`src/rtl/instr_encoder_pkg.sv`:
```
// ---------------------------------------------------------------------------
// instr_encoder_pkg
// Shared constants and types for the RV32I instruction encoder:
//   - major opcodes and the funct3 values that select the shift-immediate form
//   - the canonical NOP word emitted for unsupported opcodes
//   - the instruction format enumeration and the opcode -> format decoder
//   - the 64-bit FIFO word {instruction, address}
// ---------------------------------------------------------------------------
package instr_encoder_pkg;

  localparam logic [6:0] OPC_LOAD   = 7'b000_0011;
  localparam logic [6:0] OPC_OP_IMM = 7'b001_0011;
  localparam logic [6:0] OPC_AUIPC  = 7'b001_0111;
  localparam logic [6:0] OPC_STORE  = 7'b010_0011;
  localparam logic [6:0] OPC_OP     = 7'b011_0011;
  localparam logic [6:0] OPC_LUI    = 7'b011_0111;
  localparam logic [6:0] OPC_BRANCH = 7'b110_0011;
  localparam logic [6:0] OPC_JALR   = 7'b110_0111;
  localparam logic [6:0] OPC_JAL    = 7'b110_1111;

  // OP-IMM funct3 values that carry a shift amount instead of a 12-bit immediate
  localparam logic [2:0] F3_SLLI    = 3'b001;
  localparam logic [2:0] F3_SRLI    = 3'b101;

  localparam logic [31:0] NOP_INSTR = 32'h0000_0013;

  typedef enum logic [2:0] {
    FMT_R,
    FMT_I,
    FMT_SH,
    FMT_S,
    FMT_B,
    FMT_U,
    FMT_J,
    FMT_BAD
  } fmt_e;

  typedef struct packed {
    logic [31:0] instr;
    logic [31:0] addr;
  } enc_word_t;

  function automatic fmt_e fmt_of(input logic [6:0] opcode, input logic [2:0] funct3);
    fmt_e fmt;
    case (opcode)
      OPC_OP:               fmt = FMT_R;
      OPC_OP_IMM:           fmt = (funct3 == F3_SLLI || funct3 == F3_SRLI) ? FMT_SH : FMT_I;
      OPC_LOAD, OPC_JALR:   fmt = FMT_I;
      OPC_STORE:            fmt = FMT_S;
      OPC_BRANCH:           fmt = FMT_B;
      OPC_LUI, OPC_AUIPC:   fmt = FMT_U;
      OPC_JAL:              fmt = FMT_J;
      default:              fmt = FMT_BAD;
    endcase
    return fmt;
  endfunction

endpackage

```
`src/rtl/instr_encoder_if.sv`:
```
// ---------------------------------------------------------------------------
// instr_encoder_if
// Field-bundle input handshake and encoded-word output handshake.
//   master : producer of bundles / consumer of words (drives in_*, fields, out_ready)
//   slave  : the encoder (drives in_ready, out_valid, out_instr, out_addr)
// ---------------------------------------------------------------------------
interface instr_encoder_if;
  logic        in_valid;
  logic        in_ready;
  logic [6:0]  opcode;
  logic [2:0]  funct3;
  logic [6:0]  funct7;
  logic [4:0]  rs1;
  logic [4:0]  rs2;
  logic [4:0]  rd;
  logic [31:0] imm;
  logic        out_valid;
  logic        out_ready;
  logic [31:0] out_instr;
  logic [31:0] out_addr;

  modport master (
    output in_valid, opcode, funct3, funct7, rs1, rs2, rd, imm, out_ready,
    input  in_ready, out_valid, out_instr, out_addr
  );

  modport slave (
    input  in_valid, opcode, funct3, funct7, rs1, rs2, rd, imm, out_ready,
    output in_ready, out_valid, out_instr, out_addr
  );
endinterface

```
`src/rtl/instr_fifo2.sv`:
```
// ---------------------------------------------------------------------------
// instr_fifo2
// Two-entry FIFO of {instruction, address} words.
//   clk, rst    : clock, synchronous active-high reset (empties the FIFO)
//   push        : write push_data (ignored when full, even if popping)
//   push_data   : 64-bit word
//   full        : occupancy == 2 (purely registered)
//   pop         : consumer takes head (ignored when empty)
//   valid, head : head word present / head word (zero when empty)
// ---------------------------------------------------------------------------
module instr_fifo2
  import instr_encoder_pkg::*;
(
  input  logic      clk,
  input  logic      rst,
  input  logic      push,
  input  enc_word_t push_data,
  output logic      full,
  input  logic      pop,
  output logic      valid,
  output enc_word_t head
);

  enc_word_t  mem [2];
  logic       wr_ptr;
  logic       rd_ptr;
  logic [1:0] count;
  logic       do_push;
  logic       do_pop;

  // Full is judged on the registered count, so a same-cycle pop never
  // frees a slot for a push.
  assign do_push = push & (count != 2'd2);
  assign do_pop  = pop  & (count != 2'd0);

  // NOTE: storage has no reset; emptiness is tracked by count alone and the
  // head is forced to zero when empty, so stale contents are never visible.
  always_ff @(posedge clk) begin
    if (do_push) mem[wr_ptr] <= push_data;
  end

  // NOTE: sequential state uses non-blocking assignments only.
  always_ff @(posedge clk) begin
    if (rst) begin
      wr_ptr <= 1'b0;
      rd_ptr <= 1'b0;
      count  <= 2'd0;
    end else begin
      if (do_push) wr_ptr <= ~wr_ptr;
      if (do_pop)  rd_ptr <= ~rd_ptr;
      case ({do_push, do_pop})
        2'b10:   count <= count + 2'd1;
        2'b01:   count <= count - 2'd1;
        default: count <= count;
      endcase
    end
  end

  assign full  = (count == 2'd2);
  assign valid = (count != 2'd0);
  assign head  = valid ? mem[rd_ptr] : '0;

endmodule

```
`src/rtl/instr_encoder.sv`:
```
// ---------------------------------------------------------------------------
// instr_encoder
// Packs RV32I instruction fields into a 32-bit instruction word, tags it with
// a running address and buffers it in a 2-entry FIFO.
//   clk, rst   : clock, synchronous active-high reset
//   bus        : instr_encoder_if.slave (field bundle in, encoded word out)
//   enc_count  : accepted bundles, saturating at 16'hFFFF
//   err_opcode : sticky, an unsupported opcode was accepted (encoded as NOP)
//   err_range  : sticky, an immediate did not fit its field
// Parameters  : BASE_ADDR (first address after reset), ADDR_STEP (increment)
// Build macro : ENC_RANGE_CHECK_EN enables the immediate range check; when
//               undefined err_range is tied low and no check logic exists.
// ---------------------------------------------------------------------------
module instr_encoder
  import instr_encoder_pkg::*;
#(
  parameter logic [31:0] BASE_ADDR = 32'h0000_0000,
  parameter int unsigned ADDR_STEP = 4
) (
  input  logic                 clk,
  input  logic                 rst,
  instr_encoder_if.slave       bus,
  output logic [15:0]          enc_count,
  output logic                 err_opcode,
  output logic                 err_range
);

  fmt_e        fmt;
  logic [31:0] enc_instr;
  logic        accept;
  logic        fifo_full;
  logic [31:0] addr_q;
  logic [15:0] count_q;
  logic        err_op_q;
  enc_word_t   fifo_head;

  assign fmt = fmt_of(bus.opcode, bus.funct3);

  // NOTE: every always_comb output gets a default first so no latch is inferred.
  always_comb begin
    enc_instr = NOP_INSTR;
    case (fmt)
      FMT_R:  enc_instr = {bus.funct7, bus.rs2, bus.rs1, bus.funct3, bus.rd, bus.opcode};
      FMT_I:  enc_instr = {bus.imm[11:0], bus.rs1, bus.funct3, bus.rd, bus.opcode};
      FMT_SH: enc_instr = {bus.funct7, bus.imm[4:0], bus.rs1, bus.funct3, bus.rd, bus.opcode};
      FMT_S:  enc_instr = {bus.imm[11:5], bus.rs2, bus.rs1, bus.funct3, bus.imm[4:0],
                           bus.opcode};
      FMT_B:  enc_instr = {bus.imm[12], bus.imm[10:5], bus.rs2, bus.rs1, bus.funct3,
                           bus.imm[4:1], bus.imm[11], bus.opcode};
      FMT_U:  enc_instr = {bus.imm[31:12], bus.rd, bus.opcode};
      FMT_J:  enc_instr = {bus.imm[20], bus.imm[10:1], bus.imm[11], bus.imm[19:12], bus.rd,
                           bus.opcode};
      default: enc_instr = NOP_INSTR;
    endcase
  end

  assign bus.in_ready = ~fifo_full;
  assign accept       = bus.in_valid & ~fifo_full;

  instr_fifo2 u_fifo (
    .clk       (clk),
    .rst       (rst),
    .push      (accept),
    .push_data ('{instr: enc_instr, addr: addr_q}),
    .full      (fifo_full),
    .pop       (bus.out_ready),
    .valid     (bus.out_valid),
    .head      (fifo_head)
  );

  assign bus.out_instr = fifo_head.instr;
  assign bus.out_addr  = fifo_head.addr;

  always_ff @(posedge clk) begin
    if (rst) begin
      addr_q   <= BASE_ADDR;
      count_q  <= 16'd0;
      err_op_q <= 1'b0;
    end else if (accept) begin
      addr_q <= addr_q + 32'(ADDR_STEP);   // wraps modulo 2^32
      if (count_q != 16'hFFFF) count_q <= count_q + 16'd1;
      if (fmt == FMT_BAD) err_op_q <= 1'b1;
    end
  end

  assign enc_count  = count_q;
  assign err_opcode = err_op_q;

`ifdef ENC_RANGE_CHECK_EN
  logic range_bad;
  logic err_rng_q;

  // The word is still encoded from the truncated bits; this only flags it.
  always_comb begin
    range_bad = 1'b0;
    case (fmt)
      FMT_I, FMT_S: range_bad = (bus.imm[31:11] != {21{bus.imm[11]}});
      FMT_B:        range_bad = (bus.imm[31:12] != {20{bus.imm[12]}}) | bus.imm[0];
      FMT_J:        range_bad = (bus.imm[31:20] != {12{bus.imm[20]}}) | bus.imm[0];
      FMT_U:        range_bad = (bus.imm[11:0] != 12'd0);
      FMT_SH:       range_bad = (bus.imm[31:5] != 27'd0);
      default:      range_bad = 1'b0;
    endcase
  end

  always_ff @(posedge clk) begin
    if (rst)                         err_rng_q <= 1'b0;
    else if (accept && range_bad)    err_rng_q <= 1'b1;
  end

  assign err_range = err_rng_q;
`else
  assign err_range = 1'b0;
`endif

endmodule

```
`src/flat_wrapper.sv`:
```
// flat-port wrapper written by rule: the top's interface ports become plain ports
module instr_encoder_flat import instr_encoder_pkg::*;
#(
  parameter logic [31:0] BASE_ADDR = 32'h0000_0000,
  parameter int unsigned ADDR_STEP = 4
)
  (clk, rst, enc_count, err_opcode, err_range, bus_in_valid, bus_opcode, bus_funct3, bus_funct7, bus_rs1, bus_rs2, bus_rd, bus_imm, bus_out_ready, bus_in_ready, bus_out_valid, bus_out_instr, bus_out_addr);
  instr_encoder_if bus_i ();
  input  logic clk;
  input  logic rst;
  output logic [15:0] enc_count;
  output logic err_opcode;
  output logic err_range;
  input wire logic [$bits(bus_i.in_valid)-1:0] bus_in_valid;
  input wire logic [$bits(bus_i.opcode)-1:0] bus_opcode;
  input wire logic [$bits(bus_i.funct3)-1:0] bus_funct3;
  input wire logic [$bits(bus_i.funct7)-1:0] bus_funct7;
  input wire logic [$bits(bus_i.rs1)-1:0] bus_rs1;
  input wire logic [$bits(bus_i.rs2)-1:0] bus_rs2;
  input wire logic [$bits(bus_i.rd)-1:0] bus_rd;
  input wire logic [$bits(bus_i.imm)-1:0] bus_imm;
  input wire logic [$bits(bus_i.out_ready)-1:0] bus_out_ready;
  output wire logic [$bits(bus_i.in_ready)-1:0] bus_in_ready;
  output wire logic [$bits(bus_i.out_valid)-1:0] bus_out_valid;
  output wire logic [$bits(bus_i.out_instr)-1:0] bus_out_instr;
  output wire logic [$bits(bus_i.out_addr)-1:0] bus_out_addr;
  assign bus_i.in_valid = bus_in_valid;
  assign bus_i.opcode = bus_opcode;
  assign bus_i.funct3 = bus_funct3;
  assign bus_i.funct7 = bus_funct7;
  assign bus_i.rs1 = bus_rs1;
  assign bus_i.rs2 = bus_rs2;
  assign bus_i.rd = bus_rd;
  assign bus_i.imm = bus_imm;
  assign bus_i.out_ready = bus_out_ready;
  assign bus_in_ready = bus_i.in_ready;
  assign bus_out_valid = bus_i.out_valid;
  assign bus_out_instr = bus_i.out_instr;
  assign bus_out_addr = bus_i.out_addr;
  instr_encoder #(.BASE_ADDR(BASE_ADDR), .ADDR_STEP(ADDR_STEP)) u_core (.clk(clk), .rst(rst), .bus(bus_i), .enc_count(enc_count), .err_opcode(err_opcode), .err_range(err_range));
endmodule
```
`config.mk`:
```
export PLATFORM = sky130hd
export DESIGN_NAME = instr_encoder_flat
export DESIGN_NICKNAME = d
export VERILOG_FILES = /design/src/rtl/instr_encoder_pkg.sv /design/src/rtl/instr_encoder_if.sv /design/src/rtl/instr_fifo2.sv /design/src/rtl/instr_encoder.sv /design/src/flat_wrapper.sv
export SDC_FILE = /design/constraint.sdc
export NUM_CORES = 1
export LEC_CHECK = 0
export ABC_AREA = 1
export CAP_MARGIN = 15
export CORE_MARGIN = 1
export CORE_UTILIZATION = 54
export DETAILED_ROUTE_END_ITERATION = 10
export PLACE_DENSITY = 0.81
export SETUP_SLACK_MARGIN = 0.3
export SLEW_MARGIN = 20
export SYNTH_ARGS = -nofsm -noshare
export SYNTH_HDL_FRONTEND = slang
export SYNTH_HIERARCHICAL = 1
export SYNTH_SLANG_ARGS = --single-unit
```
`constraint.sdc`:
```
create_clock -name clk -period 5.2 [get_ports clk]
set_input_delay 0.52 -clock clk [delete_from_list [all_inputs] [get_ports clk]]
set_output_delay 0.52 -clock clk [all_outputs]
set_load 0.03 [all_outputs]
```
==> results.py, run 1 <==
metrics = {
    "timing": {
        "tightest_slew_ns": 1.02,
        "setup_slack_ns": 2.11,
        "setup_violations": 0,
        "grt_setup_unrepaired": "false",
        "max_freq_mhz": 324,
        "period_needed_ns": 3.09,
        "finalHoldViolCount": 0,
        "relSlewSlack_pct": 31.7,
        "setup_tns_ns": 0,
        "skew_ns": 0.0116,
        "slew_violations": 0,
        "fin_crit_sh_pct": 59.4,
    },
    "clock_network": {
        "ctsRootBufferMaster": "clkbuf_16",
        "cts.clk_slew.worst_paths_ns": 0.06,
        "cts_resized": 0,
        "cts_hold_buf": 0,
        "numCtsBuffers": 17,
        "cts_max_level": 4,
        "cts_setup_buffers": 0,
        "cts_sinks": 180,
        "clk-insertion-delay-late_ns": 0.44,
        "cts.path.max_buffers": 2,
        "cts_tree": "done",
    },
    "worst_hold_path": {
        "hp-class": "flop to flop",
    },
    "final_layout": {
        "diodes": 0,
        "nNetsFinal": 1286,
        "fillers": 1268,
        "utilization_pct": 69.4,
        "areaGrowthSynthToFinish_pct": 25.0,
        "drive_gt1_share_pct": 3.99,
        "final_cells": 1444,
    },
    "global_route": {
        "grt_max_degree": 65,
        "grt_antenna_before_repair": 0,
        "gr-total-overflow": 0,
        "grt_pass1_wl_mm": 33.9,
        "grt_pass1_vias": 6945,
        "grt_use_total_pct": 26.3,
    },
    "setup_path": {
        "crit_fanout": 48,
        "critPathRequiredTime_ns": 4.68,
        "criticalPathCategory": "flop to primary output",
        "r2r_slack_ns": 2.16,
        "crit_arrival_ns": 2.57,
        "crit_chain": "nor2_4, buf_4, a21oi_1, clkdlybuf4s50_1",
        "slowest_delay_ns": 0.64,
        "worst_setup_path_end_kind": "primary output",
        "cpMaxStageDelayCell": "clkdlybuf4s50_1",
        "critPathTopFamily": "buffers and inverters",
        "critPathLaunchType": "flop",
        "path_buf_inv": 2,
    },
    "logic_synthesis": {
        "yosys_warnings": 6,
        "synth_cell_type_count": 34,
        "synthCells": 1072,
        "yosysMostFrequentCell": "nand2_1",
        "ys_seq_area_share_pct": 55.2,
        "synth_area_um2": 8850,
        "synth_top_cell_by_area": "edfxtp_1",
        "async_flop_share_pct": 0,
        "ys.flop_type": "edfxtp_1",
        "synth_edf_count": 128,
        "syn_area_per_cell_um2": 8.25,
        "synth_top_area_share_pct": 43.4,
        "ys_ff_latch": 180,
        "synth.area.top_cells": "edfxtp_1 (43%), nand2_1 (17%), dfxtp_1 (12%), a21oi_1 (6.6%), nor2_1 (4.4%)",
        "synth_common_cells": "nand2_1 (403), edfxtp_1 (128), a21oi_1 (116)",
    },
    "job": {
        "drv_cap": 0,
    },
    "floorplanning": {
        "io-pin-count": 152,
        "die_y_um": 130,
        "core_area_um2": 15900,
        "initial_utilization_pct": 55.5,
        "std_cell_rows": 46,
        "die_x_um": 130,
        "dieArea_um2": 16900,
    },
    "route": {
        "wl_per_cell_um": 14.8,
        "drtIter0Drc": 671,
        "routed_wl_mm": 21.4,
        "firstDrtPassIters": 5,
        "vias": 7671,
        "drcViolationCount": 0,
        "ant_nets": 0,
        "vias_per_cell": 5.31,
    },
    "pwr": {
        "powerDensity_nw_per_um2": 450,
        "p_leak_uw": 0.00403,
        "power_uw": 4980,
        "peakVddDrop_v": 0.000436,
    },
    "placement": {
        "dp_hpwl_mm": 14.6,
        "pre_cts_slack_ns": 1.84,
        "dpl.cell_count": 1412,
        "gp_congestion": 0.936,
        "port_buffers": 150,
    },
    "status": {
        "outcome": "finished, final reports clean",
    },
}
-- metal layers --
layer	vias to the layer above	global-route usage, %	share of wire, %
li1	3826	-	-
met1	3550	33.5	43
met2	257	44.8	49
met3	38	5.25	5.8
met4	0	9.03	2.2
met5	-	0	0
-- cells in the final DEF (no fill, tap or decap), types with 2 or more instances in the layout --
cell type        instances
a21oi_1                116
buf_4                    7
clkinv_1                 3
clkdlybuf4s50_1        150
nand4_1                 17
o21ai_0                 26
xnor2_1                  5
clkbuf_16               17
clkinv_2                 3
xor2_1                   9
nor3_1                   7
dfxtp_1                 51
nand3_1                 59
nor2_1                 102
nor2_2                   2
inv_1                   65
bufinv_16                2
a21boi_0                19
edfxtp_1               128
clkbuf_8                 2
nand2_1                403
clkinvlp_4               3
conb_1                   9
inv_2                    2
nor2_4                   3
ha_1                     3
-- sequential cells by signal, indices dropped and copies added, names as in the netlist, named ones only --
signal	count
u_core/u_fifo/mem	128
u_core/enc_count	16
u_core/u_fifo/count	2
u_core/u_fifo/rd_ptr	1
u_core/err_opcode	1
u_core/addr_q	30
u_core/u_fifo/wr_ptr	1
-- final timing paths --
check,from,end,cells after the start
max,u_core/u_fifo/count[1]$_SDFFE_PP0P_,bus_out_instr[12],4
min,u_core/err_opcode$_SDFFE_PP0P_,u_core/err_opcode$_SDFFE_PP0P_,2
max reg2reg,u_core/u_fifo/count[0]$_SDFFE_PP0P_,u_core/u_fifo/mem[1][21]$_DFFE_PP_,9
min reg2reg,u_core/err_opcode$_SDFFE_PP0P_,u_core/err_opcode$_SDFFE_PP0P_,2
-- stage by stage --
| step | cell area [um^2] | hold WS [ns] |
|---|---|---|
| 2_1_floorplan | 8870 | 0.466 |
| 3_3_place_gp | 10500 | 0.437 |
| 3_5_place_dp | 10500 | 0.442 |
| 4_1_cts | 11100 | 0.452 |
| 5_1_grt | 11100 | 0.481 |
| 6_report | 11100 | 0.453 |
-- power by group --
part	leakage, uW	switching, uW	total [uW]	internal [uW]
Clock	0.000279	530	1260	733
Combinational	0.00211	1220	1830	611
Sequential	0.00165	76.8	1890	1810
-- kinds of logic (layout without fill, tap and decap cells) --
group | Yosys count | count (layout) | share of synthesized area (%)
other cells | 2 | 9 | 0.0849
simple gates | 600 | 600 | 27.4
flops | 180 | 180 | 55.2
fa+ha+maj | 3 | 3 | 0.424
compound gates | 164 | 164 | 9.90
xor+xnor | 14 | 14 | 1.39
buf+inv | 109 | 258 | 5.63
-- area by class of cell --
class	instances	area, um^2	area share, %
clock buffer	20	457	4.13
clock inverter	12	129	1.16
inverter	69	260	2.35
multi-input combinational	790	3510	31.7
sequential	180	4890	44.2
tap	216	270	2.44
timing repair buffer	157	1550	14.0
-- worst register-to-register path: cells and delay by family (launching register included) --
family / cells / cell delay [ns]
buffers and inverters: 5 / 1.42
and+or+nand+nor: 4 / 0.86
DFF: 1 / 0.43
Power figures use the tool's default switching activity.
==> run 2: changes to the inputs <==
- CORE_UTILIZATION: 54 -> 48
- PLACE_DENSITY: 0.81 -> 0.76
- clock period: 5.2 -> 2.6 ns (I/O delays scaled with it)
==> run 2 against run 1 <==
Against the previous run: cell count is 1.7% higher; worst hold slack barely moved; sequential power is 100% higher; critical path depth unchanged; highest routed layer unchanged.
==> results.py, run 2 (synthesis gave the netlist of run 1 again) <==
metrics = {
    "status": {
        "outcome": "finished, final reports clean",
    },
    "setup_path": {
        "crit_arrival_ns": 1.90,
        "rr_worst_depth": 8,
        "timing.rr.end": "u_core/enc_count[12]$_SDFFE_PP0P_",
        "critPathRequiredTime_ns": 2.34,
        "crit_start": "u_core/u_fifo/count[1]$_SDFFE_PP0P_",
        "r2r_slack_ns": 0.65,
        "critPathLaunchType": "flop",
        "crit_fanout": 43,
        "worst_setup_path_end_kind": "primary output",
        "criticalPathCategory": "flop to primary output",
        "endpoint": "bus_out_instr[12]",
        "r2r_start": "u_core/enc_count[0]$_SDFFE_PP0P_",
    },
    "clock_network": {
        "cts.path.max_buffers": 2,
        "ctsRootBufferMaster": "clkbuf_16",
        "numCtsBuffers": 17,
        "clk-insertion-delay-late_ns": 0.43,
        "cts.clk_slew.worst_paths_ns": 0.07,
        "cts_tree": "done",
        "cts_setup_buffers": 0,
        "cts_max_level": 4,
        "cts_sinks": 180,
    },
    "floorplanning": {
        "std_cell_rows": 49,
        "io-pin-count": 152,
        "die_y_um": 138,
        "core_area_um2": 18000,
        "initial_utilization_pct": 49.1,
        "die_x_um": 138,
        "dieArea_um2": 19000,
    },
    "timing": {
        "setup_tns_ns": 0,
        "setup_slack_ns": 0.437,
        "setup_violations": 0,
        "grt_setup_unrepaired": "false",
        "slew_violations": 0,
        "holdWs_ns": 0.453,
        "period_needed_ns": 2.16,
        "finalHoldViolCount": 0,
        "skew_ns": 0.00643,
        "fin_crit_sh_pct": 83.2,
        "max_freq_mhz": 462,
    },
    "route": {
        "drcViolationCount": 0,
        "routed_wl_mm": 22.8,
        "wl_met1_mm": 9.90,
        "met3_length_mm": 1.14,
        "wl_per_cell_um": 15.5,
        "drtIter0Drc": 583,
        "highest_layer": "met4",
        "vias": 7789,
        "firstDrtPassIters": 6,
        "vias_per_cell": 5.30,
        "wl_met2_mm": 11.1,
        "ant_nets": 0,
    },
    "placement": {
        "pre_cts_slack_ns": 0.237,
        "dp_hpwl_mm": 15.4,
        "port_buffers": 150,
        "gp_congestion": 0.862,
    },
    "final_layout": {
        "diodes": 0,
        "drive_gt1_share_pct": 11.0,
        "largest_reg_flops": 128,
        "utilization_pct": 61.3,
        "final_common_cell": "nand2_1",
        "final_cell_mix": "nand2_1 (401), edfxtp_1 (128), a21oi_1 (116)",
        "fillers": 1602,
        "nNetsFinal": 1298,
        "multi_input_area_um2": 3530,
        "regMostFlops": "u_core/u_fifo/mem",
        "areaGrowthSynthToFinish_pct": 24.9,
        "seqCellArea_um2": 4890,
    },
    "pwr": {
        "peakVddDrop_v": 0.000624,
        "p_leak_uw": 0.00419,
        "powerDensity_nw_per_um2": 889,
    },
    "worst_hold_path": {
        "hp-class": "flop to flop",
    },
    "global_route": {
        "grt_max_degree": 64,
        "grt_pass1_vias": 7063,
        "grt_pass1_wl_mm": 35.2,
        "gr-total-overflow": 0,
        "grt_use_total_pct": 24.4,
        "grt_antenna_before_repair": 0,
    },
    "job": {
        "drv_cap": 0,
    },
}
run 2: changes by cell type in the layout (fill, tap and decap cells not counted), moves of 3 or more:
cell,before,now
clkdlybuf4s50_1,150,86
buf_12,0,4
clkinvlp_4,3,6
inv_2,2,5
buf_4,7,77
inv_1,65,60
run 2: area by class of cell:
cell class / count / share of cell area [%]
inverter: 69 / 2.42
clock inverter: 14 / 0.951
tap: 229 / 2.59
timing repair buffer: 169 / 13.9
sequential: 180 / 44.3
multi-input combinational: 790 / 32.0
clock buffer: 18 / 3.88
run 2: repair_timing:
item                       CTS  global route
gates resized for setup      2             1
hold endpoints to repair     0             0
pin swaps                    0             0
hold buffers                 0             0
setup endpoints to repair    3             1
run 2: metrics by stage:
stage	cell area (um^2)	instances	total power, uW
after floorplan	8930	1079	6160
after global placement	10500	1437	7510
after detailed placement	10500	1437	7560
after CTS	11000	1469	9890
after global routing	11100	1469	10300
final	11100	1469	9830
run 2: worst min-delay path by stage:
stage	end	slack [ns]	cells past startpoint	startpoint
2_1_floorplan	u_core/u_fifo/count[1]$_SDFFE_PP0P_	0.43	3	rst
3_3_place_gp	u_core/err_opcode$_SDFFE_PP0P_	0.44	2	u_core/err_opcode$_SDFFE_PP0P_
3_5_place_dp	u_core/err_opcode$_SDFFE_PP0P_	0.45	2	u_core/err_opcode$_SDFFE_PP0P_
4_1_cts	u_core/err_opcode$_SDFFE_PP0P_	0.46	2	u_core/err_opcode$_SDFFE_PP0P_
5_1_grt	u_core/err_opcode$_SDFFE_PP0P_	0.46	2	u_core/err_opcode$_SDFFE_PP0P_
6_report	u_core/err_opcode$_SDFFE_PP0P_	0.45	2	u_core/err_opcode$_SDFFE_PP0P_
run 2: worst max-delay path, stage by stage (launching register included):
cell     delay (ns)
dfxtp_2        0.35
nor2_4         0.36
buf_6          0.38
a21oi_1        0.17
buf_4          0.20
run 2: report_power, final:
group	leakage [uW]	switching (uW)	total (uW)	internal [uW]
clock	0.000249	1110	2340	1230
combinational	0.00229	2550	3690	1140
sequential	0.00165	179	3800	3620
run 2: layer usage:
layer	track usage [%]	up-vias
met1	31.8	3642
met5	0	-
met4	11.1	0
met2	39.6	250
li1	-	3850
met3	4.38	47
==> run 3: changes to the inputs <==
- clock period: 2.6 -> 1.7 ns (I/O delays scaled with it)
==> run 3 against run 2 <==
Against the previous run: critical path depth up 1; first-iteration DRC count rose by 90%; critical path type unchanged; die area unchanged; sequential power rose by 54%; the run now ends with setup timing left.
==> results.py, run 3 (synthesis gave the netlist of run 1 again) <==
metrics = {
    "status": {
        "outcome": "finished with violations",
        "violations": "setup timing",
    },
    "floorplanning": {
        "io-pin-count": 152,
        "core_area_um2": 18000,
        "initial_utilization_pct": 49.1,
        "dieArea_um2": 19000,
        "std_cell_rows": 49,
        "die_y_um": 138,
        "die_x_um": 138,
    },
    "timing": {
        "period_needed_ns": 1.82,
        "max_freq_mhz": 548,
        "setup_slack_ns": -0.124,
        "grt_setup_unrepaired": "true",
        "tightest_slew_ns": 0.506,
        "relSlewSlack_pct": 65.9,
        "fin_crit_sh_pct": 107,
        "slew_violations": 0,
        "skew_ns": 0.0117,
        "setup_violations": 208,
        "holdWs_ns": 0.234,
        "finalHoldViolCount": 0,
    },
    "global_route": {
        "grt_use_met3_pct": 5.48,
        "grt_antenna_before_repair": 0,
        "grt_pass1_wl_mm": 42.9,
        "gr-total-overflow": 0,
        "use_met1_pct": 36.2,
        "busiest_layer": "met2",
        "grt_pass1_vias": 8233,
        "use_met2_pct": 53.8,
        "grt_use_total_pct": 30.4,
        "grt_max_degree": 24,
    },
    "route": {
        "drtIter0Drc": 1106,
        "ant_nets": 0,
        "drcViolationCount": 0,
        "vias_per_cell": 5.74,
        "firstDrtPassIters": 8,
        "routed_wl_mm": 32.2,
        "vias": 9161,
        "wl_per_cell_um": 20.2,
    },
    "setup_path": {
        "criticalPathCategory": "flop to primary output",
        "crit_fanout": 9,
        "timing.rr.end": "u_core/u_fifo/mem[0][14]$_DFFE_PP_",
        "crit_arrival_ns": 1.65,
        "worst_setup_path_end_kind": "primary output",
        "r2r_slack_ns": -0.12,
        "critPathRequiredTime_ns": 1.53,
        "r2r_start": "u_core/u_fifo/count[1]$_SDFFE_PP0P_",
        "rr_worst_depth": 12,
        "critPathLaunchType": "flop",
    },
    "worst_hold_path": {
        "holdPathStages": 3,
        "hp-class": "input port to flop",
        "min_from": "bus_opcode[4]",
        "min_to": "u_core/u_fifo/mem[0][36]$_DFFE_PP_",
    },
    "clock_network": {
        "cts.path.max_buffers": 2,
        "cts_hold_buf": 0,
        "numCtsBuffers": 17,
        "cts_max_level": 4,
        "cts.clk_slew.worst_paths_ns": 0.07,
        "clk-insertion-delay-late_ns": 0.44,
        "cts_sinks": 180,
        "cts_tree": "done",
        "ctsRootBufferMaster": "clkbuf_16",
    },
    "pwr": {
        "peakVddDrop_v": 0.00124,
        "p_int_uw": 12800,
        "p_clk_share_pct": 19.0,
        "p_leak_uw": 0.00543,
        "powerDensity_nw_per_um2": 1470,
        "comb_power_share_pct": 53.1,
        "switching_share_pct": 38.8,
        "power_uw": 20900,
        "p_switching_uw": 8120,
        "seqPwrFrac_pct": 27.9,
    },
    "final_layout": {
        "regMostFlops": "u_core/u_fifo/mem",
        "largest_reg_flops": 128,
        "final_cell_mix": "nand2_1 (357), edfxtp_1 (128), nor2_1 (84)",
        "nNetsFinal": 1425,
        "final_cells": 1596,
        "drive_gt1_share_pct": 33.2,
        "fin_area_um2": 14200,
        "final_common_cell": "nand2_1",
        "areaGrowthSynthToFinish_pct": 60.5,
        "diodes": 0,
    },
    "placement": {
        "gp_congestion": 0.893,
        "port_buffers": 150,
        "pre_cts_slack_ns": -0.266,
        "dp_hpwl_mm": 16.4,
        "dpl_cell_area_um2": 11000,
        "dpl.cell_count": 1484,
    },
    "job": {
        "drv_cap": 0,
    },
}
==> run 3: changes by cell type in the layout (fill, tap and decap cells not counted), moves of 16 or more <==
| cell | before | now |
|---|---|---|
| buf_6 | 1 | 78 |
| a21oi_1 | 116 | 44 |
| nand2_1 | 401 | 357 |
| a21oi_4 | 0 | 42 |
| nand2_2 | 2 | 42 |
| a21oi_2 | 0 | 30 |
| clkdlybuf4s50_1 | 86 | 60 |
| buf_12 | 4 | 27 |
| dfxtp_1 | 49 | 31 |
| nor2_1 | 100 | 84 |
==> run 3: worst max path at each step <==
| stage | from | depth (start not counted) | end | slack, ns |
|---|---|---|---|---|
| after floorplan | u_core/u_fifo/count[1]$_SDFFE_PP0P_ | 10 | u_core/u_fifo/mem[0][0]$_DFFE_PP_ | -0.68 |
| after global placement | bus_opcode[1] | 7 | u_core/u_fifo/mem[0][36]$_DFFE_PP_ | -0.22 |
| after detailed placement | bus_opcode[4] | 9 | u_core/u_fifo/mem[1][48]$_DFFE_PP_ | -0.27 |
| after CTS | u_core/u_fifo/count[0]$_SDFFE_PP0P_ | 7 | bus_out_instr[9] | -0.08 |
| after global routing | u_core/u_fifo/count[1]$_SDFFE_PP0P_ | 12 | u_core/u_fifo/mem[0][24]$_DFFE_PP_ | -0.18 |
| final | flop | 5 | bus_out_instr[2] | -0.12 |
==> run 3: per-layer routing <==
layer / vias up / wire length, um
met1: 4371 / 11600
met3: 112 / 2840
li1: 4114 / -
met4: 0 / 1370
met5: - / 0
met2: 564 / 16400
==> run 3: final cells by class <==
class,instances,area [um^2]
clock inverter,13,150
clock buffer,19,433
fill,1054,3820
inverter,69,293
timing repair buffer,296,3660
multi-input combinational,790,4450
sequential,180,4920
tap,229,287
==> run 3: timing repair <==
item                       4_1_cts  5_1_grt
gates cloned                    17       12
setup endpoints to repair      305      304
buffers inserted                35       16
pin swaps                       33       35
resized for setup              295      145
==> run 3: per-stage QoR <==
| stage | utilization, % | TNS [ns] |
|---|---|---|
| global route | 78.8 | -23.68 |
| floorplan | - | -84.03 |
| detailed placement | 61.0 | -17.53 |
| global placement | 61.0 | -13.10 |
| finish | 78.8 | -13.90 |
| CTS | 73.9 | -5.14 |
==> run 3: worst max-delay path: stages (launching register included) <==
cell,delay [ns]
dfxtp_4,0.43
buf_12,0.19
clkbuf_16,0.18
nand2_2,0.08
a21oi_4,0.18
buf_6,0.15
==> run 3: power by group through the flow <==
stage | sequential, uW | clock, uW | combinational [uW]
2_1_floorplan | 5860 | 0 | 3580
3_3_place_gp | 5840 | 0 | 5970
3_5_place_dp | 5870 | 0 | 6040
4_1_cts | 5780 | 3920 | 9700
5_1_grt | 5890 | 4140 | 11500
6_report | 5850 | 3980 | 11100
